--- config.mk ---
export PLATFORM = sky130hd
export DESIGN_NAME = au_seq_nb
export DESIGN_NICKNAME = d
export VERILOG_FILES = /design/src/rtl/au_pkg.sv /design/src/rtl/au_div_iter.sv /design/src/rtl/au_seq_nb.sv
export SDC_FILE = /design/constraint.sdc
export NUM_CORES = 1
export LEC_CHECK = 0
export ABC_AREA = 1
export CAP_MARGIN = 20
export CORE_MARGIN = 3
export CORE_UTILIZATION = 45
export CTS_CLUSTER_DIAMETER = 50
export CTS_CLUSTER_SIZE = 25
export DETAILED_ROUTE_END_ITERATION = 8
export PLACE_DENSITY = 0.67
export SLEW_MARGIN = 20
export SYNTH_ARGS = -nofsm -noshare
export SYNTH_HDL_FRONTEND = slang
export SYNTH_HIERARCHICAL = 1
export SYNTH_SLANG_ARGS = --single-unit
export TNS_END_PERCENT = 30
--- constraint.sdc ---
create_clock -name clk -period 2.95 [get_ports clk]
set_input_delay 0.59 -clock clk [delete_from_list [all_inputs] [get_ports clk]]
set_output_delay 0.59 -clock clk [all_outputs]
set_load 0.02 [all_outputs]
--- src/rtl/au_pkg.sv ---
// Shared definitions for the au_seq_nb multi-cycle arithmetic unit:
// operation codes, FSM state encoding and the opcode width.
package au_pkg;

    localparam int AU_OP_W = 2;

    typedef enum logic [AU_OP_W-1:0] {
        AU_ADD  = 2'd0,
        AU_SUB  = 2'd1,
        AU_MULU = 2'd2,
        AU_DIVU = 2'd3
    } au_op_e;

    typedef enum logic [1:0] {
        AU_IDLE = 2'd0,
        AU_MUL  = 2'd1,
        AU_DIV  = 2'd2,
        AU_DONE = 2'd3
    } au_state_e;

endpackage : au_pkg

--- src/rtl/au_div_iter.sv ---
// Restoring divider datapath, one quotient bit per step.
// start loads dividend/divisor and clears the iteration count; each step
// (while not done) shifts one dividend bit into the partial remainder and
// subtracts the divisor when it fits. done rises after WIDTH steps.
module au_div_iter #(
    parameter int WIDTH = 32
) (
    input  logic             clk,
    input  logic             rst,
    input  logic             start,
    input  logic             step,
    input  logic [WIDTH-1:0] dividend,
    input  logic [WIDTH-1:0] divisor,
    output logic             done,
    output logic [WIDTH-1:0] quotient,
    output logic [WIDTH-1:0] remainder
);

    localparam int CNT_W = $clog2(WIDTH + 1);

    logic [WIDTH-1:0] rem_q, rem_d;
    logic [WIDTH-1:0] quo_q, quo_d;
    logic [WIDTH-1:0] dvs_q, dvs_d;
    logic [CNT_W-1:0] cnt_q, cnt_d;
    logic [WIDTH:0]   shifted_s;
    logic [WIDTH:0]   diff_s;
    logic             done_s;

    // The quotient register doubles as the dividend shifter: its MSB feeds
    // the remainder while the new quotient bit enters at the LSB.
    assign done_s    = (cnt_q == CNT_W'(WIDTH));
    assign shifted_s = {rem_q, quo_q[WIDTH-1]};
    assign diff_s    = shifted_s - {1'b0, dvs_q};

    // Next-state for one restoring iteration (diff_s MSB set means borrow).
    always_comb begin
        rem_d = rem_q;
        quo_d = quo_q;
        dvs_d = dvs_q;
        cnt_d = cnt_q;
        if (start) begin
            rem_d = {WIDTH{1'b0}};
            quo_d = dividend;
            dvs_d = divisor;
            cnt_d = {CNT_W{1'b0}};
        end else if (step && !done_s) begin
            if (!diff_s[WIDTH]) begin
                rem_d = diff_s[WIDTH-1:0];
                quo_d = {quo_q[WIDTH-2:0], 1'b1};
            end else begin
                rem_d = shifted_s[WIDTH-1:0];
                quo_d = {quo_q[WIDTH-2:0], 1'b0};
            end
            cnt_d = cnt_q + CNT_W'(1);
        end else begin
            cnt_d = cnt_q;
        end
    end

    // Divider state registers with synchronous reset.
    always_ff @(posedge clk) begin
        if (rst) begin
            rem_q <= {WIDTH{1'b0}};
            quo_q <= {WIDTH{1'b0}};
            dvs_q <= {WIDTH{1'b0}};
            cnt_q <= {CNT_W{1'b0}};
        end else begin
            rem_q <= rem_d;
            quo_q <= quo_d;
            dvs_q <= dvs_d;
            cnt_q <= cnt_d;
        end
    end

    assign done      = done_s;
    assign quotient  = quo_q;
    assign remainder = rem_q;

endmodule : au_div_iter

--- src/rtl/au_seq_nb.sv ---
// au_seq_nb: WIDTH-bit unsigned multi-cycle ALU (add, sub, shift-add
// multiply, restoring divide) behind a valid/ready handshake.
// Optional feature: define AU_DIV_EN to build the divider (au_div_iter)
// and the DIV state; without it DIVU completes in one cycle with err=1.
// The MUL state also serves as the one-cycle execute slot for ADD, SUB and
// the single-cycle DIVU cases, so every result is loaded from latched
// operands on the edge that enters DONE.
module au_seq_nb
    import au_pkg::*;
#(
    parameter int WIDTH = 32
) (
    input  logic               clk,
    input  logic               rst,
    input  logic               in_valid,
    output logic               in_ready,
    input  logic [WIDTH-1:0]   a,
    input  logic [WIDTH-1:0]   b,
    input  logic [AU_OP_W-1:0] op,
    output logic               out_valid,
    input  logic               out_ready,
    output logic [WIDTH-1:0]   s,
    output logic [WIDTH-1:0]   hi,
    output logic [WIDTH-1:0]   lo,
    output logic               cout,
    output logic               zero,
    output logic               err
);

    localparam int CNT_W = $clog2(WIDTH + 1);

    au_state_e          state_q, state_d;
    au_op_e             op_q;
    au_op_e             op_in_s;
    logic [WIDTH-1:0]   a_q, b_q;
    logic [CNT_W-1:0]   cnt_q, cnt_d;
    logic [2*WIDTH-1:0] prod_q, prod_d;
    logic [WIDTH:0]     mul_sum_s;
    logic [WIDTH:0]     addsub_sum_s;
    logic [WIDTH-1:0]   b_eff_s;
    logic               sub_s;
    logic               accept_s;
    logic               load_s;
    logic               mul_step_s;

    logic [WIDTH-1:0]   res_s_s, res_hi_s, res_lo_s;
    logic               res_cout_s, res_zero_s, res_err_s;

    logic [WIDTH-1:0]   s_q, hi_q, lo_q;
    logic               cout_q, zero_q, err_q;
    logic               out_valid_q, in_ready_q;

    assign op_in_s  = au_op_e'(op);
    assign accept_s = in_valid && (state_q == AU_IDLE);

    // Add/sub shares one adder: subtract is a + ~b + 1, carry-out = no borrow.
    assign sub_s        = (op_q == AU_SUB);
    assign b_eff_s      = sub_s ? ~b_q : b_q;
    assign addsub_sum_s = {1'b0, a_q} + {1'b0, b_eff_s} + {{WIDTH{1'b0}}, sub_s};

    // Shift-add multiply: add multiplicand into the upper half when the
    // current multiplier bit (product LSB) is set, then shift right.
    assign mul_step_s = (state_q == AU_MUL) && (op_q == AU_MULU) &&
                        (cnt_q != CNT_W'(WIDTH));
    assign mul_sum_s  = {1'b0, prod_q[2*WIDTH-1:WIDTH]} +
                        (prod_q[0] ? {1'b0, a_q} : {(WIDTH+1){1'b0}});

`ifdef AU_DIV_EN
    logic             div_start_s;
    logic             div_step_s;
    logic             div_done_s;
    logic [WIDTH-1:0] div_quo_s;
    logic [WIDTH-1:0] div_rem_s;

    assign div_start_s = accept_s && (op_in_s == AU_DIVU) && (b != {WIDTH{1'b0}});
    assign div_step_s  = (state_q == AU_DIV);

    au_div_iter #(
        .WIDTH (WIDTH)
    ) u_div (
        .clk       (clk),
        .rst       (rst),
        .start     (div_start_s),
        .step      (div_step_s),
        .dividend  (a),
        .divisor   (b),
        .done      (div_done_s),
        .quotient  (div_quo_s),
        .remainder (div_rem_s)
    );
`endif

    // FSM next-state decode and result-load strobe.
    always_comb begin
        state_d = state_q;
        load_s  = 1'b0;
        case (state_q)
            AU_IDLE: begin
                if (accept_s) begin
`ifdef AU_DIV_EN
                    if ((op_in_s == AU_DIVU) && (b != {WIDTH{1'b0}})) begin
                        state_d = AU_DIV;
                    end else begin
                        state_d = AU_MUL;
                    end
`else
                    state_d = AU_MUL;
`endif
                end else begin
                    state_d = AU_IDLE;
                end
            end
            AU_MUL: begin
                if ((op_q != AU_MULU) || (cnt_q == CNT_W'(WIDTH))) begin
                    state_d = AU_DONE;
                    load_s  = 1'b1;
                end else begin
                    state_d = AU_MUL;
                end
            end
            AU_DIV: begin
`ifdef AU_DIV_EN
                if (div_done_s) begin
                    state_d = AU_DONE;
                    load_s  = 1'b1;
                end else begin
                    state_d = AU_DIV;
                end
`else
                state_d = AU_IDLE;
`endif
            end
            AU_DONE: begin
                if (out_ready) begin
                    state_d = AU_IDLE;
                end else begin
                    state_d = AU_DONE;
                end
            end
            default: begin
                state_d = AU_IDLE;
            end
        endcase
    end

    // Multiply datapath: product/multiplier register and iteration count.
    always_comb begin
        cnt_d  = cnt_q;
        prod_d = prod_q;
        if (accept_s) begin
            cnt_d  = {CNT_W{1'b0}};
            prod_d = {{WIDTH{1'b0}}, b};
        end else if (mul_step_s) begin
            cnt_d  = cnt_q + CNT_W'(1);
            prod_d = {mul_sum_s, prod_q[WIDTH-1:1]};
        end else begin
            cnt_d  = cnt_q;
        end
    end

    // Result selection for the value loaded on entry to DONE.
    always_comb begin
        res_s_s    = {WIDTH{1'b0}};
        res_hi_s   = {WIDTH{1'b0}};
        res_lo_s   = {WIDTH{1'b0}};
        res_cout_s = 1'b0;
        res_err_s  = 1'b0;
        res_zero_s = 1'b0;
        if (state_q == AU_DIV) begin
`ifdef AU_DIV_EN
            res_hi_s = div_rem_s;
            res_lo_s = div_quo_s;
`endif
            res_zero_s = (res_hi_s == {WIDTH{1'b0}}) && (res_lo_s == {WIDTH{1'b0}});
        end else begin
            case (op_q)
                AU_ADD, AU_SUB: begin
                    res_s_s    = addsub_sum_s[WIDTH-1:0];
                    res_cout_s = addsub_sum_s[WIDTH];
                end
                AU_MULU: begin
                    res_hi_s = prod_q[2*WIDTH-1:WIDTH];
                    res_lo_s = prod_q[WIDTH-1:0];
                end
                AU_DIVU: begin
`ifdef AU_DIV_EN
                    // Only b == 0 reaches this path when the divider exists.
                    res_hi_s = a_q;
                    res_lo_s = {WIDTH{1'b1}};
`endif
                    res_err_s = 1'b1;
                end
                default: begin
                    res_err_s = 1'b0;
                end
            endcase
            if ((op_q == AU_ADD) || (op_q == AU_SUB)) begin
                res_zero_s = (res_s_s == {WIDTH{1'b0}});
            end else begin
                res_zero_s = (res_hi_s == {WIDTH{1'b0}}) && (res_lo_s == {WIDTH{1'b0}});
            end
        end
    end

    // State, operand latches and registered outputs with synchronous reset.
    always_ff @(posedge clk) begin
        if (rst) begin
            state_q     <= AU_IDLE;
            op_q        <= AU_ADD;
            a_q         <= {WIDTH{1'b0}};
            b_q         <= {WIDTH{1'b0}};
            cnt_q       <= {CNT_W{1'b0}};
            prod_q      <= {(2*WIDTH){1'b0}};
            s_q         <= {WIDTH{1'b0}};
            hi_q        <= {WIDTH{1'b0}};
            lo_q        <= {WIDTH{1'b0}};
            cout_q      <= 1'b0;
            zero_q      <= 1'b0;
            err_q       <= 1'b0;
            out_valid_q <= 1'b0;
            in_ready_q  <= 1'b1;
        end else begin
            state_q <= state_d;
            cnt_q   <= cnt_d;
            prod_q  <= prod_d;
            if (accept_s) begin
                a_q  <= a;
                b_q  <= b;
                op_q <= op_in_s;
            end
            if (load_s) begin
                s_q    <= res_s_s;
                hi_q   <= res_hi_s;
                lo_q   <= res_lo_s;
                cout_q <= res_cout_s;
                zero_q <= res_zero_s;
                err_q  <= res_err_s;
            end
            out_valid_q <= (state_d == AU_DONE);
            in_ready_q  <= (state_d == AU_IDLE);
        end
    end

    assign in_ready  = in_ready_q;
    assign out_valid = out_valid_q;
    assign s         = s_q;
    assign hi        = hi_q;
    assign lo        = lo_q;
    assign cout      = cout_q;
    assign zero      = zero_q;
    assign err       = err_q;

endmodule : au_seq_nb
; After elaboration in Yosys (flattened, before gate mapping)
; Cells that the tools add are included.
[totals]
reg_bits = 239
output_inout_bits = 101
wordCells = 70
[classes]
addsub = 4
n_mux = 25
n_eq_ne = 10
n_reduce_logical = 15
bitwise_logic = 1
[ops]
columns = cell, n
row1 = two-way mux 32 bit, 13
row2 = zero test 32 bit, 3
row3 = adder 32 x 32 -> 33 bit, 2
row4 = adder 33 x 1 -> 33 bit, 1
row5 = NOT 32 bit, 1
row6 = == test 2 bit (second input constant), 5
row7 = two-way mux 1 bit, 9
row8 = case mux 2 bit (4 select lines), 1
row9 = adder 6 x 1 -> 6 bit (second input constant), 1
row10 = == test 6 bit (second input constant), 1
row11 = zero test 2 bit, 3
row12 = != test 6 bit (second input constant), 1
row13 = == test 2 x 1 -> 1 bit (second input constant), 2
row14 = logical AND 1 bit, 4
row15 = two-way mux 2 bit, 2
row16 = OR reduction 2 bit, 2
row17 = logical OR 1 bit, 2
row18 = != test 2 bit (second input constant), 1
row19 = nonzero test 2 bit, 1

; Depth between registers and ports, before layout
; Gate-level depths: netlist (run 1).
[depth]
depth_word = 9
depth_mapped = 23

; Worst setup path after synthesis (run 1)
; OpenSTA, ideal clock, no wires.
[synth_path]
kind = register to register
start = reg prod_q[0]
end = reg prod_q[53]
synth_period_minus_slack_ns = 2.706
t_required_ns = 2.836
t_arrival_ns = 2.592
setup_ns = 0.114
path_stages_with_launch = 20
slack_ns = 0.244
cell_sequence = dfxtp_1 clkbuf_1 clkbuf_1 nand2_1 inv_1 ha_1 inv_1 fa_1 o21ai_1 nand2_1 nand3_2 nand2_1 nand2_2 a21oi_2 o21bai_1 nand2_1 nand2_1 nor2_1 o21bai_1 inv_1
[synth_between]
elab_chain_cells = 2
[synth_rtl]
columns = element, line
row1 = "start, declared", au_seq_nb.sv:37  ; logic [2*WIDTH-1:0] prod_q, prod_d;
row2 = "start signal, assigned", au_seq_nb.sv:213  ; prod_q <= {(2*WIDTH){1'b0}};
row3 = "start signal, assigned", au_seq_nb.sv:225  ; prod_q <= prod_d;
row4 = two-way mux 32 bit, au_seq_nb.sv:66  ; (prod_q[0] ? {1'b0, a_q} : {(WIDTH+1){1'b0}});
row5 = adder 32 x 32 -> 33 bit, au_seq_nb.sv:65  ; assign mul_sum_s = {1'b0, prod_q[2*WIDTH-1:WIDTH]} +
; No other way between the ends.
; A chain may end at the register's enable or synchronous reset.

; Worst setup path in the final report (run 1)
[layout_path]
start = reg op_q[1]
end = reg zero_q (netlist: zero)
[layout_between]
elab_chain_cells = 9
word_cells_on_any_way = 24
classes_between = add/sub (2) / eq/ne (3) / mux (11) / reduce/logical (8)
[layout_rtl]
columns = element, line
row1 = "start, declared", au_seq_nb.sv:33  ; au_op_e op_q;
row2 = "start signal, assigned", au_seq_nb.sv:229  ; op_q <= op_in_s;
row3 = == test 2 x 1 -> 1 bit, "au_seq_nb.sv:57, au_seq_nb.sv:176, au_seq_nb.sv:197"
row4 = two-way mux 32 bit, au_seq_nb.sv:58  ; assign b_eff_s = sub_s ? ~b_q : b_q;
row5 = adder 32 x 32 -> 33 bit, au_seq_nb.sv:59  ; assign addsub_sum_s = {1'b0, a_q} + {1'b0, b_eff_s} + {{WIDTH{1'b0}}, sub_s};
row6 = adder 33 x 1 -> 33 bit, au_seq_nb.sv:59
row7 = two-way mux 32 bit, au_seq_nb.sv:176  ; case (op_q)
row8 = two-way mux 32 bit, au_seq_nb.sv:169  ; if (state_q == AU_DIV) begin
row9 = zero test 32 bit, au_seq_nb.sv:198  ; res_zero_s = (res_s_s == {WIDTH{1'b0}});
row10 = two-way mux 1 bit, au_seq_nb.sv:197  ; if ((op_q == AU_ADD) || (op_q == AU_SUB)) begin
row11 = two-way mux 1 bit, au_seq_nb.sv:169
row12 = "end signal, assigned", au_seq_nb.sv:236  ; zero_q <= res_zero_s;
row13 = "end, declared", au_seq_nb.sv:50  ; logic cout_q, zero_q, err_q;
; Parallel ways exist; a longest one is shown, timed or not. The select of a mux whose other input is x is not followed.

==> results of run 1 <==
-- metal layers --
metal	global-route usage (%)	up-vias	share of wire, %
li1	-	7087	-
met1	38.5	6377	47
met2	42.3	423	44
met3	4.97	74	6.6
met4	7.10	2	2.8
met5	0	-	0.020
-- kinds of logic after synthesis --
logic type,Yosys count,share of synthesized area (%)
AOI/OAI and AO/OA,475,18.6
xor gates and xnor gates,55,3.47
adders and majority gates,75,6.87
buffers and inverters,381,10.5
DFF,239,34.5
and+or+nand+nor,866,26.0
-- critical path: stages, from the launching register on --
cell and delay (ns):
sky130_fd_sc_hd__dfxtp_1 0.34, sky130_fd_sc_hd__inv_2 0.04, sky130_fd_sc_hd__nand2_2 0.09, sky130_fd_sc_hd__buf_12 0.20
sky130_fd_sc_hd__xor2_1 0.39, sky130_fd_sc_hd__ha_1 0.30, sky130_fd_sc_hd__nand2_1 0.11, sky130_fd_sc_hd__nor2_1 0.15
sky130_fd_sc_hd__nand2_1 0.13, sky130_fd_sc_hd__nor2_1 0.13, sky130_fd_sc_hd__nand2_1 0.14, sky130_fd_sc_hd__nand2_1 0.09
sky130_fd_sc_hd__nand2_1 0.06, sky130_fd_sc_hd__nand3_2 0.08, sky130_fd_sc_hd__nand2_1 0.05, sky130_fd_sc_hd__inv_1 0.04
sky130_fd_sc_hd__nand2_1 0.06, sky130_fd_sc_hd__nor2_1 0.10, sky130_fd_sc_hd__nand3_1 0.10, sky130_fd_sc_hd__a21oi_2 0.11
-- final cells by class --
cell class	count	area, um^2	area share [%]
multi-input cells	1471	7720	45.0
flip-flops and latches	239	4780	27.9
repair buffers	213	2070	12.1
inverters	285	1070	6.24
clock buffers	32	756	4.40
well taps	390	488	2.84
clock inverters	20	259	1.51
-- cells in the mapped netlist, types with 7 or more instances --
master / count
sky130_fd_sc_hd__a21oi_1: 182
sky130_fd_sc_hd__a31oi_1: 39
sky130_fd_sc_hd__buf_1: 10
sky130_fd_sc_hd__buf_2: 17
sky130_fd_sc_hd__clkbuf_1: 68
sky130_fd_sc_hd__dfxtp_1: 239
sky130_fd_sc_hd__ha_1: 73
sky130_fd_sc_hd__inv_1: 279
sky130_fd_sc_hd__nand2_1: 446
sky130_fd_sc_hd__nand2_2: 15
sky130_fd_sc_hd__nand3_1: 96
sky130_fd_sc_hd__nand3_2: 7
sky130_fd_sc_hd__nand4_1: 18
sky130_fd_sc_hd__nor2_1: 240
sky130_fd_sc_hd__nor2_2: 7
sky130_fd_sc_hd__nor3_1: 16
sky130_fd_sc_hd__o21ai_0: 183
sky130_fd_sc_hd__o22ai_1: 31
sky130_fd_sc_hd__o41ai_1: 11
sky130_fd_sc_hd__xnor2_1: 7
sky130_fd_sc_hd__xor2_1: 48
-- sequential cells by signal, summed over array words and instances, names as in the netlist --
signal     cells
hi            32
zero           1
b_q           32
s             32
state_q        2
a_q           32
op_q           2
prod_q        64
in_ready       1
err            1
out_valid      1
lo            32
cout           1
cnt_q          6
-- what timing repair did --
item                       CTS  global route
resized for setup            0            19
setup endpoints to repair    0             7
buffers inserted             0             2
-- metrics by stage --
step / total power [mW] / setup slack (ns) / instances
6_report: 10.4 / 0.127 / 2650
5_1_grt: 10.9 / -0.0905 / 2650
4_1_cts: 10.4 / 0.0472 / 2648
3_5_place_dp: 6.72 / 0.0767 / 2596
3_3_place_gp: 6.70 / 0.139 / 2596
2_1_floorplan: 5.58 / 0.244 / 2091
-- final timing paths --
| check | startpoint | to | cells after the start |
|---|---|---|---|
| min | rst | state_q[1] | 2 |
| max reg2reg | op_q[1] | zero | 19 |
| min reg2reg | hi[12] | hi[12] | 2 |
| max | op_q[1] | zero | 19 |
-- power by group --
part	internal, mW	switching, mW	total, mW
Combinational	1.10	1.84	2.94
Sequential	3.55	0.211	3.76
Clock	2.03	1.63	3.66
==> flow_summary.ini, run 1 <==
[synthesis]
yosysTopAreaCell = sky130_fd_sc_hd__dfxtp_1
dominantRegCellSynth = sky130_fd_sc_hd__dfxtp_1
yosys-top-cells-area = sky130_fd_sc_hd__dfxtp_1 (35%), sky130_fd_sc_hd__nand2_1 (12%), sky130_fd_sc_hd__inv_1 (7.6%)
syn-instance-count = 2091
ys_ff_latch = 239
synth_async_sr_flop_share_pct = 0
seq_area_frac_synth_pct = 34.5
syn_warnings = 6
number_of_enable_flip_flop_cells_after_synthesis = 0
synth.net_count = 2236
netlist-cell-type-count = 47
postSynthAreaPerCell_um2 = 6.63
synth_area_um2 = 13900
yosysTopAreaCellShare_pct = 34.5

[pwr]
ir_worst_vdd_uv = 464
p_leak_nw = 7.98
power_per_cell_area_nw_per_um2 = 604

[floorplanning]
io-pin-count = 171
core_region_area_um2 = 30000
dieArea_um2 = 33000
floorplan.die.height_um = 182
initial_utilization_pct = 46.2
die-width_um = 182
rows = 63

[sta]
final.period_utilization_pct = 95.7
count_of_final_hold_check_violations = 0
maxClockFrequency_mhz = 354
setup_repair_after_global_routing_missed_its_margin = true
clock_skews_ns = 0.0402
slew-limit-headroom_pct = 47.4
worst-slew-pin-transition_ns = 0.788
finalSetupViolations = 0
timing.final.max_slew_violations = 0
timing.hold.ws_ns = 0.316
timing.setup.tns_ns = 0
layout_min_cycle_time_ns = 2.82

[cts]
clock_transition_time_at_the_flip_flop_clock_pins_of_the_worst_setup_and_hold_paths_ns = 0.07
cts_buf_count = 28
worstSkewPairLatency_ns = 0.58
cts_tree = built
hold_fix_buffers_at_cts = 0
cts_buffer_depth = 3
clk_root_buffer_cell = sky130_fd_sc_hd__clkbuf_16
numClockSinks = 239
htree_levels = 1

[job]
max-cap-violations = 0

[global_route]
grtUsageTotal_pct = 27.1
grt_remaining_overflow = 0
grt_first_pass_wirelength_mm = 72.7
antenna_found_initial = 1
grt_pass1_vias = 13335
grt_start_max_net_pins = 100

[cells_and_area]
most_frequent_standard_cell_in_the_layout_excluding_fill_and_tap_cells = sky130_fd_sc_hd__nand2_1
finalCoreUtilization_pct = 57.1
finalInstanceArea_um2 = 17200
final_layout_size_suffix_gt1_share_pct = 7.17
finish.net_count = 2383
fill_count = 2900
antenna_cells_inserted = 0
mostFrequentLayoutCells = sky130_fd_sc_hd__nand2_1 (443), sky130_fd_sc_hd__inv_1 (277), sky130_fd_sc_hd__dfxtp_1 (239), sky130_fd_sc_hd__nor2_1 (235), sky130_fd_sc_hd__o21ai_0 (181)
area_growth_pct = 23.7

[setup_path]
criticalPathCategory = flop to flop
crit_arrival_ns = 3.31
r2r_slack_ns = 0.13
setup.worst_path.start_class = flop
capturing_element_type_of_the_critical_path = flop
timing.critical_path.fanout_max = 24
critical_path_required_ns = 3.44

[run_status]
status = complete, no violations

[detailed_routing]
route.final.wire_length_mm = 45.8
drt-initial-drc-count = 1006
routed_wire_length_per_instance_um = 17.3
detail_route.vias_per_cell = 5.27
route.detailed.drc = 0
antenna_left = 0
detailroute.via_count = 13963
first_pass_iters = 5

[place]
gp_congestion = 0.970
dpl-instance-area_um2 = 16100
hpwl_mm = 34.8
io_buffer_count = 170

[min_path]
hold_path_class = input pin to flop
Power figures use the tool's default switching activity.
==> run 2: changes to the inputs <==
--- a/config.mk
+++ b/config.mk
@@ -10,7 +10,6 @@
 export CORE_MARGIN = 3
 export CORE_UTILIZATION = 45
 export CTS_CLUSTER_DIAMETER = 50
-export CTS_CLUSTER_SIZE = 25
 export DETAILED_ROUTE_END_ITERATION = 8
 export PLACE_DENSITY = 0.67
 export SLEW_MARGIN = 20
@@ -18,4 +17,3 @@
 export SYNTH_HDL_FRONTEND = slang
 export SYNTH_HIERARCHICAL = 1
 export SYNTH_SLANG_ARGS = --single-unit
-export TNS_END_PERCENT = 30
==> constraint.sdc (replaced) <==
create_clock -name clk -period 2.6 [get_ports clk]
set_input_delay 0.52 -clock clk [delete_from_list [all_inputs] [get_ports clk]]
set_output_delay 0.52 -clock clk [all_outputs]
set_load 0.02 [all_outputs]
==> flow_summary.ini, run 2 (synthesis gave the netlist of run 1 again) <==
[setup_path]
timing.critical_path.from = op_q[1]
critical_path_required_ns = 3.10
capturing_element_type_of_the_critical_path = flop
worst_path_most_repeated_cell = sky130_fd_sc_hd__nand2_1
timing.critical_path.cells = inv_4, nand2_8, buf_12, xor2_4, fa_2, inv_2, nand3_2, nand2_4, nand2_1, nand2_2, nand2_1, nand2_2, nand2_1, nand2_2, a21oi_2, o21ai_2, nand2_1, nor2_2, nand3_2, a21oi_2
cpMaxStageDelayCell = sky130_fd_sc_hd__fa_2
criticalPathCategory = flop to flop
setup.worst_path.start_class = flop
crit_arrival_ns = 3.30
cp_slowest_stage_delay_ns = 0.38
timing.critical_path.buf_inv = 3
critical_path.top_delay_family = simple AND/OR/NAND/NOR gates
timing.critical_path.fanout_max = 7
r2r_start = op_q[1]

[sta]
final.setup.worst_slack_ns = -0.202
timing.final.max_slew_violations = 0
setup_repair_after_global_routing_missed_its_margin = true
final.period_utilization_pct = 108
count_of_final_hold_check_violations = 0
worst-slew-pin-transition_ns = 0.713
layout_min_cycle_time_ns = 2.80
slew-limit-headroom_pct = 52.5
maxClockFrequency_mhz = 357
clock_skews_ns = 0.0328
finalSetupViolations = 3

[cells_and_area]
antenna_cells_inserted = 0
most_frequent_standard_cell_in_the_layout_excluding_fill_and_tap_cells = sky130_fd_sc_hd__nand2_1
fill_count = 2721
finalCoreUtilization_pct = 65.9
area_growth_pct = 42.6
largest_register_ffs = 64
finish.net_count = 2546
mostFrequentLayoutCells = sky130_fd_sc_hd__nand2_1 (377), sky130_fd_sc_hd__inv_1 (267), sky130_fd_sc_hd__dfxtp_1 (236), sky130_fd_sc_hd__nor2_1 (208), sky130_fd_sc_hd__buf_4 (177)
final_layout_size_suffix_gt1_share_pct = 21.3
finalInstanceArea_um2 = 19800
fin_cells = 2812
largest-register = prod_q

[job]
max-cap-violations = 0

[place]
gp_congestion = 0.957
dpl-instance-area_um2 = 17100
hpwl_mm = 35.9
io_buffer_count = 170
dp.cells = 2724

[detailed_routing]
detail_route.vias_per_cell = 5.30
antenna_left = 0
drt-initial-drc-count = 1010
route.final.wire_length_mm = 50.4
first_pass_iters = 6
routed_wire_length_per_instance_um = 17.9
route.detailed.drc = 0
detailroute.via_count = 14911

[cts]
worstSkewPairLatency_ns = 0.58
cts_buffer_depth = 3
numClockSinks = 239
cts_buf_count = 30
clock_transition_time_at_the_flip_flop_clock_pins_of_the_worst_setup_and_hold_paths_ns = 0.06
htree_levels = 1
clk_root_buffer_cell = sky130_fd_sc_hd__clkbuf_16
hold_fix_buffers_at_cts = 0
cts_tree = built

[floorplanning]
core_region_area_um2 = 30000
die-width_um = 182
initial_utilization_pct = 46.2
dieArea_um2 = 33000
floorplan.die.height_um = 182
io-pin-count = 171
rows = 63

[min_path]
hold_path_startpoint = rst
hold_path_class = input pin to flop

[global_route]
grt_pass1_vias = 14162
grt_remaining_overflow = 0
antenna_found_initial = 1
grtUsageTotal_pct = 28.2
grt_first_pass_wirelength_mm = 76.0
grt_start_max_net_pins = 131

[pwr]
power_report.internal_total_mw = 8.86
combinational_power_share_pct = 33.9
net_sw_share_pct = 33.6
netSwitchingPower_mw = 4.49
ir_worst_vdd_uv = 519
power_per_cell_area_nw_per_um2 = 674
sequentialPowerShare_pct = 32.2
power_frac_clock_pct = 33.9
p_leak_nw = 9.06

[run_status]
violations = negative setup slack
status = finished with violations
run 2: changes by cell type in the layout (fill, tap and decap cells not counted), sizes merged:
cell / change
bufinv: +5
clkbuf: +10
buf: +157
inv: -4
clkinv: -5
clkinvlp: -1
run 2: power groups by stage:
stage,sequential [mW],combinational (mW),clock [mW]
2_1_floorplan,4.52,1.81,0
3_3_place_gp,4.33,3.81,0
3_5_place_dp,4.34,3.84,0
4_1_cts,4.27,4.04,4.60
5_1_grt,4.33,4.89,4.76
6_report,4.29,4.52,4.53
run 2: cell type report:
class,instances,area (um^2),share of cell area (%)
timing repair buffer,374,3530,17.9
sequential,239,4790,24.2
inverter,285,1080,5.45
tap,390,488,2.47
clock buffer,38,811,4.10
clock inverter,15,277,1.40
multi-input combinational,1471,8800,44.5
run 2: routing by layer:
layer,routed length [um],GRT usage [%],vias to the layer above
met4,1160,6.28,2
met2,23200,45.6,451
met3,3070,4.91,92
li1,-,-,7412
met1,22900,39.4,6954
met5,9,0,-
run 2: path summary, 6_finish.rpt:
| check | endpoint | slack [ns] | depth (start not counted) |
|---|---|---|---|
| hold / removal | state_q[1] | 0.33 | 2 |
| setup reg to reg | zero | -0.20 | 20 |
| hold reg to reg | hi[12] | 0.47 | 2 |
| setup / recovery | zero | -0.20 | 20 |
run 2: what timing repair did:
action                                  CTS  global route
endpoints found under the setup margin   17            85
setup buffers                             4            25
cloned                                    2             4
gates resized for setup                  74           205
pin swaps                                20            93
run 2: stage by stage:
step	setup TNS, ns	power (mW)	worst slack [ns]	hold slack (ns)
floorplan	0	6.33	0.0273	0.457
global placement	-0.931	8.14	-0.324	0.451
detailed placement	-0.952	8.18	-0.269	0.458
CTS	-0.166	12.9	-0.134	0.312
global route	-1.70	14.0	-0.345	0.321
finish	-0.330	13.3	-0.202	0.327
